[src/rtl/pipe_hazard_pkg.sv]
// Shared types and constants for the pipeline hazard scoreboard: in-flight writer slot layout,
// standard result-ready stages and the forwarding-select width helper.
package pipe_hazard_pkg;

  // Slot field widths; the top-level RF_ADDRESS / LAT_W parameters must match these.
  localparam int unsigned RF_AW    = 5;
  localparam int unsigned LAT_BITS = 3;

  localparam logic [LAT_BITS-1:0] LAT_ALU  = LAT_BITS'(1);
  localparam logic [LAT_BITS-1:0] LAT_LOAD = LAT_BITS'(2);

  typedef struct packed {
    logic                valid;
    logic [RF_AW-1:0]    rd;
    logic                regwrite;
    logic [LAT_BITS-1:0] lat;
    logic [RF_AW-1:0]    rs1;
    logic [RF_AW-1:0]    rs2;
    logic                use_rs1;
    logic                use_rs2;
  } slot_t;

  function automatic int unsigned sel_w(input int unsigned nstages);
    return (nstages > 1) ? $clog2(nstages) : 1;
  endfunction

endpackage

[src/rtl/pipe_hazard_scoreboard_youngest_match.sv]
// Priority encoder: finds the youngest (lowest-index) writer slot at or after START whose rd
// matches rs, and reports whether that slot's result is available LOOKAHEAD cycles from now.
module youngest_match
  import pipe_hazard_pkg::*;
#(
  parameter int unsigned NSTAGES   = 3,
  parameter int unsigned START     = 0,
  parameter int unsigned LOOKAHEAD = 1,
  localparam int unsigned SEL_W    = sel_w(NSTAGES)
) (
  input  logic [RF_AW-1:0]   rs_i,
  input  logic               use_i,
  input  slot_t [NSTAGES-1:0] slots_i,
  output logic               hit_o,
  output logic [SEL_W-1:0]   idx_o,
  output logic               ready_o
);

  // Only rd/valid/regwrite/lat are inspected here.
  logic unused_slot_bits;
  assign unused_slot_bits = ^slots_i;

  always_comb begin
    hit_o   = 1'b0;
    idx_o   = '0;
    ready_o = 1'b0;
    // x0 never hazards; rd == rs != 0 implies the slot writes a real register.
    if (use_i && (rs_i != '0)) begin
      // Walk oldest to youngest so the lowest matching index wins.
      for (int k = int'(NSTAGES) - 1; k >= int'(START); k--) begin
        if (slots_i[k].valid && slots_i[k].regwrite && (slots_i[k].rd == rs_i)) begin
          hit_o   = 1'b1;
          idx_o   = SEL_W'(k);
          ready_o = (int'(slots_i[k].lat) <= (k + int'(LOOKAHEAD)));
        end
      end
    end
  end

endmodule

[src/rtl/pipe_hazard_scoreboard.sv]
// Hazard-detection and forwarding controller beside decode: tracks NSTAGES in-flight writers,
// stalls ID on unforwardable operands and selects EX forwarding sources.
module pipe_hazard_scoreboard
  import pipe_hazard_pkg::*;
#(
  parameter int unsigned NSTAGES    = 3,
  parameter int unsigned RF_ADDRESS = RF_AW,
  parameter int unsigned LAT_W      = LAT_BITS,
  parameter int unsigned CNT_W      = 32,
  localparam int unsigned SEL_W     = sel_w(NSTAGES)
) (
  input  logic                  clk,
  input  logic                  reset,
  input  logic                  hold,
  input  logic                  flush,
  input  logic                  id_valid,
  input  logic [RF_ADDRESS-1:0] id_rs1,
  input  logic [RF_ADDRESS-1:0] id_rs2,
  input  logic                  id_use_rs1,
  input  logic                  id_use_rs2,
  input  logic [RF_ADDRESS-1:0] id_rd,
  input  logic                  id_regwrite,
  input  logic [LAT_W-1:0]      id_lat,
  output logic                  stall,
  output logic [SEL_W-1:0]      fwd_a_sel,
  output logic [SEL_W-1:0]      fwd_b_sel,
  output logic                  fwd_err,
  output logic [CNT_W-1:0]      stall_cnt,
  output logic [CNT_W-1:0]      flush_cnt
);

  slot_t [NSTAGES-1:0] slots_q, slots_d;
  logic [CNT_W-1:0]    stall_cnt_q, stall_cnt_d;
  logic [CNT_W-1:0]    flush_cnt_q, flush_cnt_d;

  logic               id_a_hit, id_a_rdy, id_b_hit, id_b_rdy;
  logic               ex_a_hit, ex_a_rdy, ex_b_hit, ex_b_rdy;
  logic [SEL_W-1:0]   ex_a_idx, ex_b_idx;
  logic [2*SEL_W-1:0] unused_id_idx;
  slot_t              id_slot;

  // ID looks one cycle ahead: it will sit in EX when slot k has moved to k+1.
  youngest_match #(.NSTAGES(NSTAGES), .START(0), .LOOKAHEAD(1)) u_id_rs1 (
    .rs_i    (id_rs1),
    .use_i   (id_use_rs1),
    .slots_i (slots_q),
    .hit_o   (id_a_hit),
    .idx_o   (unused_id_idx[SEL_W-1:0]),
    .ready_o (id_a_rdy)
  );

  youngest_match #(.NSTAGES(NSTAGES), .START(0), .LOOKAHEAD(1)) u_id_rs2 (
    .rs_i    (id_rs2),
    .use_i   (id_use_rs2),
    .slots_i (slots_q),
    .hit_o   (id_b_hit),
    .idx_o   (unused_id_idx[2*SEL_W-1:SEL_W]),
    .ready_o (id_b_rdy)
  );

  youngest_match #(.NSTAGES(NSTAGES), .START(1), .LOOKAHEAD(0)) u_ex_rs1 (
    .rs_i    (slots_q[0].rs1),
    .use_i   (slots_q[0].use_rs1 & slots_q[0].valid),
    .slots_i (slots_q),
    .hit_o   (ex_a_hit),
    .idx_o   (ex_a_idx),
    .ready_o (ex_a_rdy)
  );

  youngest_match #(.NSTAGES(NSTAGES), .START(1), .LOOKAHEAD(0)) u_ex_rs2 (
    .rs_i    (slots_q[0].rs2),
    .use_i   (slots_q[0].use_rs2 & slots_q[0].valid),
    .slots_i (slots_q),
    .hit_o   (ex_b_hit),
    .idx_o   (ex_b_idx),
    .ready_o (ex_b_rdy)
  );

  always_comb begin
    stall     = id_valid & ~flush & ((id_a_hit & ~id_a_rdy) | (id_b_hit & ~id_b_rdy));
    fwd_a_sel = (slots_q[0].valid && ex_a_hit) ? ex_a_idx : '0;
    fwd_b_sel = (slots_q[0].valid && ex_b_hit) ? ex_b_idx : '0;
    fwd_err   = slots_q[0].valid & ((ex_a_hit & ~ex_a_rdy) | (ex_b_hit & ~ex_b_rdy));
    stall_cnt = stall_cnt_q;
    flush_cnt = flush_cnt_q;
  end

  always_comb begin
    id_slot          = '0;
    id_slot.valid    = id_valid & ~stall & ~flush;
    id_slot.rd       = id_rd;
    id_slot.regwrite = id_regwrite;
    // A zero ready-stage is meaningless; treat it like an ALU result.
    id_slot.lat      = (id_lat == '0) ? LAT_W'(1) : id_lat;
    id_slot.rs1      = id_rs1;
    id_slot.rs2      = id_rs2;
    id_slot.use_rs1  = id_use_rs1;
    id_slot.use_rs2  = id_use_rs2;

    slots_d     = slots_q;
    stall_cnt_d = stall_cnt_q;
    flush_cnt_d = flush_cnt_q;
    if (!hold) begin
      for (int k = int'(NSTAGES) - 1; k > 0; k--) begin
        slots_d[k] = slots_q[k-1];
      end
      slots_d[0] = id_slot.valid ? id_slot : '0;
      if (stall && !(&stall_cnt_q)) stall_cnt_d = stall_cnt_q + CNT_W'(1);
      if (flush && !(&flush_cnt_q)) flush_cnt_d = flush_cnt_q + CNT_W'(1);
    end
  end

  always_ff @(posedge clk or negedge reset) begin
    if (!reset) begin
      slots_q     <= '0;
      stall_cnt_q <= '0;
      flush_cnt_q <= '0;
    end else begin
      slots_q     <= slots_d;
      stall_cnt_q <= stall_cnt_d;
      flush_cnt_q <= flush_cnt_d;
    end
  end

endmodule

[config.mk]
export PLATFORM = sky130hd
export DESIGN_NAME = pipe_hazard_scoreboard
export DESIGN_NICKNAME = d
export VERILOG_FILES = /design/src/rtl/pipe_hazard_pkg.sv /design/src/rtl/pipe_hazard_scoreboard_youngest_match.sv /design/src/rtl/pipe_hazard_scoreboard.sv
export SDC_FILE = /design/constraint.sdc
export NUM_CORES = 1
export LEC_CHECK = 0
export ABC_AREA = 1
export CAP_MARGIN = 20
export CORE_MARGIN = 5
export CORE_UTILIZATION = 47
export CTS_CLUSTER_SIZE = 24
export DETAILED_ROUTE_END_ITERATION = 16
export GPL_ROUTABILITY_DRIVEN = 0
export MAX_ROUTING_LAYER = met4
export PLACE_DENSITY = 0.69
export SYNTH_ARGS = -nofsm -noshare
export SYNTH_HDL_FRONTEND = slang
export SYNTH_HIERARCHICAL = 1
export SYNTH_SLANG_ARGS = --single-unit
[constraint.sdc]
create_clock -name clk -period 2.5 [get_ports clk]
set_input_delay 0.5 -clock clk [delete_from_list [all_inputs] [get_ports clk]]
set_output_delay 0.5 -clock clk [all_outputs]
set_load 0.005 [all_outputs]
==> results by group <==
Route
  • Remaining DRCs: 0
  • DR vias: 7511
  • DR WL/cell: 13.7 um
  • 1st-iter DRT viols: 580
  • Pre-Repair DR Iteration Count: 5
  • Routed Antenna Nets: 0
  • Detailed Route WL: 20900 um
  • Number of vias per cell: 4.93

Critical path
  • Crit path max fanout: 5
  • FF-to-FF path depth: 18
  • Worst Setup End Kind: primary output
  • Slowest stage delay, CP: 0.28 ns
  • CP Launch Type: primary input
  • Crit-path cells: dlygate4sd2_1 > inv_2 > o21ai_1 > nor2_1 > nand2_2 > nor2_4 > nand2_1 > nand2_1 > a21oi_2 > o22ai_2 > and2_4 > buf_6
  • Kind of critical path: in2out
  • Slowest CP cell: dlygate4sd2_1
  • Worst EP arrival: 2.07 ns
  • Worst Path Required: 2.00 ns
  • Crit path top cell by count: nand2_1

Worst hold path
  • Worst hold path type: in2async

Floorplanning
  • Die footprint: 18600 um^2
  • Core ar.: 15800 um^2
  • I/O pin count: 96
  • Die Ht: 136 um
  • Initial Util: 0.475
  • Die width: 136 um
  • # rows: 46

Timing
  • Final Hold Vio Count: 0
  • Setup WS post-layout: -0.0742 ns
  • Setup Viol. Count Final: 1
  • Final setup TNS: -0.0742 ns
  • Final worst path period share: 1.03
  • Skew final: 0.00764 ns
  • Fmax: 0.388 GHz
  • Fin crit period: 2.57 ns
  • Smallest hold slack: 0.115 ns
  • Worst Tran Pin Value: 0.535 ns
  • Max Slew Vio Count: 0
  • Slew headroom: 0.643
  • Unrepaired setup endpoints after global routing: yes

Final layout
  • Nets: 1332
  • Most common cell after layout, fill and taps aside: nand2_1
  • Non-Filler Instances: 1525
  • Most frequent cells in the layout: nand2_1, nor2_1, inv_1, dfrtp_1, clkdlybuf4s50_1
  • Post-layout util: 0.608
  • Area Overhead vs Synth: 28.1%
  • Final instance area: 9590 um^2
  • Layout cells sized above 1: 0.185

Outcome
  • Failing checks: negative setup slack
  • Outcome: finished with violations

Global route
  • Initial antenna violation count: 1
  • Grt total ovfl: 0
  • First-pass GRT wire length: 34400 um
  • GRT Util Overall: 0.237
  • Pin count of the biggest net entering global routing: 39
  • Vias in the first global route: 7011

Power and ir drop
  • Pwr Total: 4.05 mW
  • Static Leak: 4.43 nW
  • Worst VDD drop: 358 uV
  • Pwr dens: 423 nW/um^2

Clocking
  • Clock latency on the worst-skew pair: 0.36 ns
  • Post-CTS Hold Buffers: 0
  • Clock-pin slew on the worst setup and hold paths: 0.07 ns
  • CTS tree: done
  • Num CTS Buffers: 9
  • CTS Buffer Depth: 2
  • Root Buffer: clkbuf_16
  • CTS H-tree lvls: 3
  • Sink Count: 106

Yosys
  • Synthesized area: 7490 um^2
  • Synthesized instance count: 1165
  • Yosys warning count: 6
  • Syn_nets: 1193
  • Synth Area per Inst: 6.43 um^2

Placement
  • DP Cell Count: 1496
  • IO Port Bufs: 95
  • Pre-CTS setup slack: -0.717 ns
  • Dpl cell area: 8970 um^2
  • DP Wirelength: 15300 um

Run
  • Total of max-cap violations: 0
timing repair:
action,in CTS,in global routing
buffers inserted,9,8
setup endpoints to repair,34,31
pin swaps,7,59
resized for setup,40,91
layout make-up:
cell class,instances,area [um^2]
fillers,1543,6180
well taps,216,270
clock inverters,3,40.0
clock buffers,12,246
multi-input cells,893,4340
diodes,1,2.50
inverters,136,510
repair buffers,158,1520
flip-flops and latches,106,2670
routing by layer:
| layer | up-vias | GRT usage | part of all wire |
|---|---|---|---|
| met5 | - | - | 0 |
| met4 | 0 | 0.0946 | 0.030 |
| met3 | 42 | 0.0307 | 0.039 |
| met2 | 171 | 0.368 | 0.47 |
| met1 | 3434 | 0.317 | 0.46 |
| li1 | 3864 | - | - |
flip-flops by register name (all words and copies together) (netlist names):
name,cells
stall_cnt,32
slots_q,42
flush_cnt,32
power breakdown:
part | switching [mW] | internal [mW] | total [mW]
Clock | 0.645 | 0.797 | 1.44
Sequential | 0.107 | 1.79 | 1.90
Combinational | 0.395 | 0.316 | 0.711
critical path, delay by kind of cell:
family	cells	cell delay, ns
compound gates	3	0.33
simple gates	6	0.75
buf+inv	3	0.50
path summary, 6_finish.rpt:
path                             start            end  slack [ns]
setup / recovery             id_rs1[1]          stall       -0.07
hold / removal                   reset  flush_cnt[31]        0.12
setup reg to reg           slots_q[39]  stall_cnt[10]        0.04
hold reg to reg            slots_q[57]    slots_q[57]        0.51
max in group asynchronous        reset    slots_q[64]        1.71
min in group clk             id_rs1[2]     slots_q[9]        0.46
Note: power is estimated with default switching activity, not from simulation.
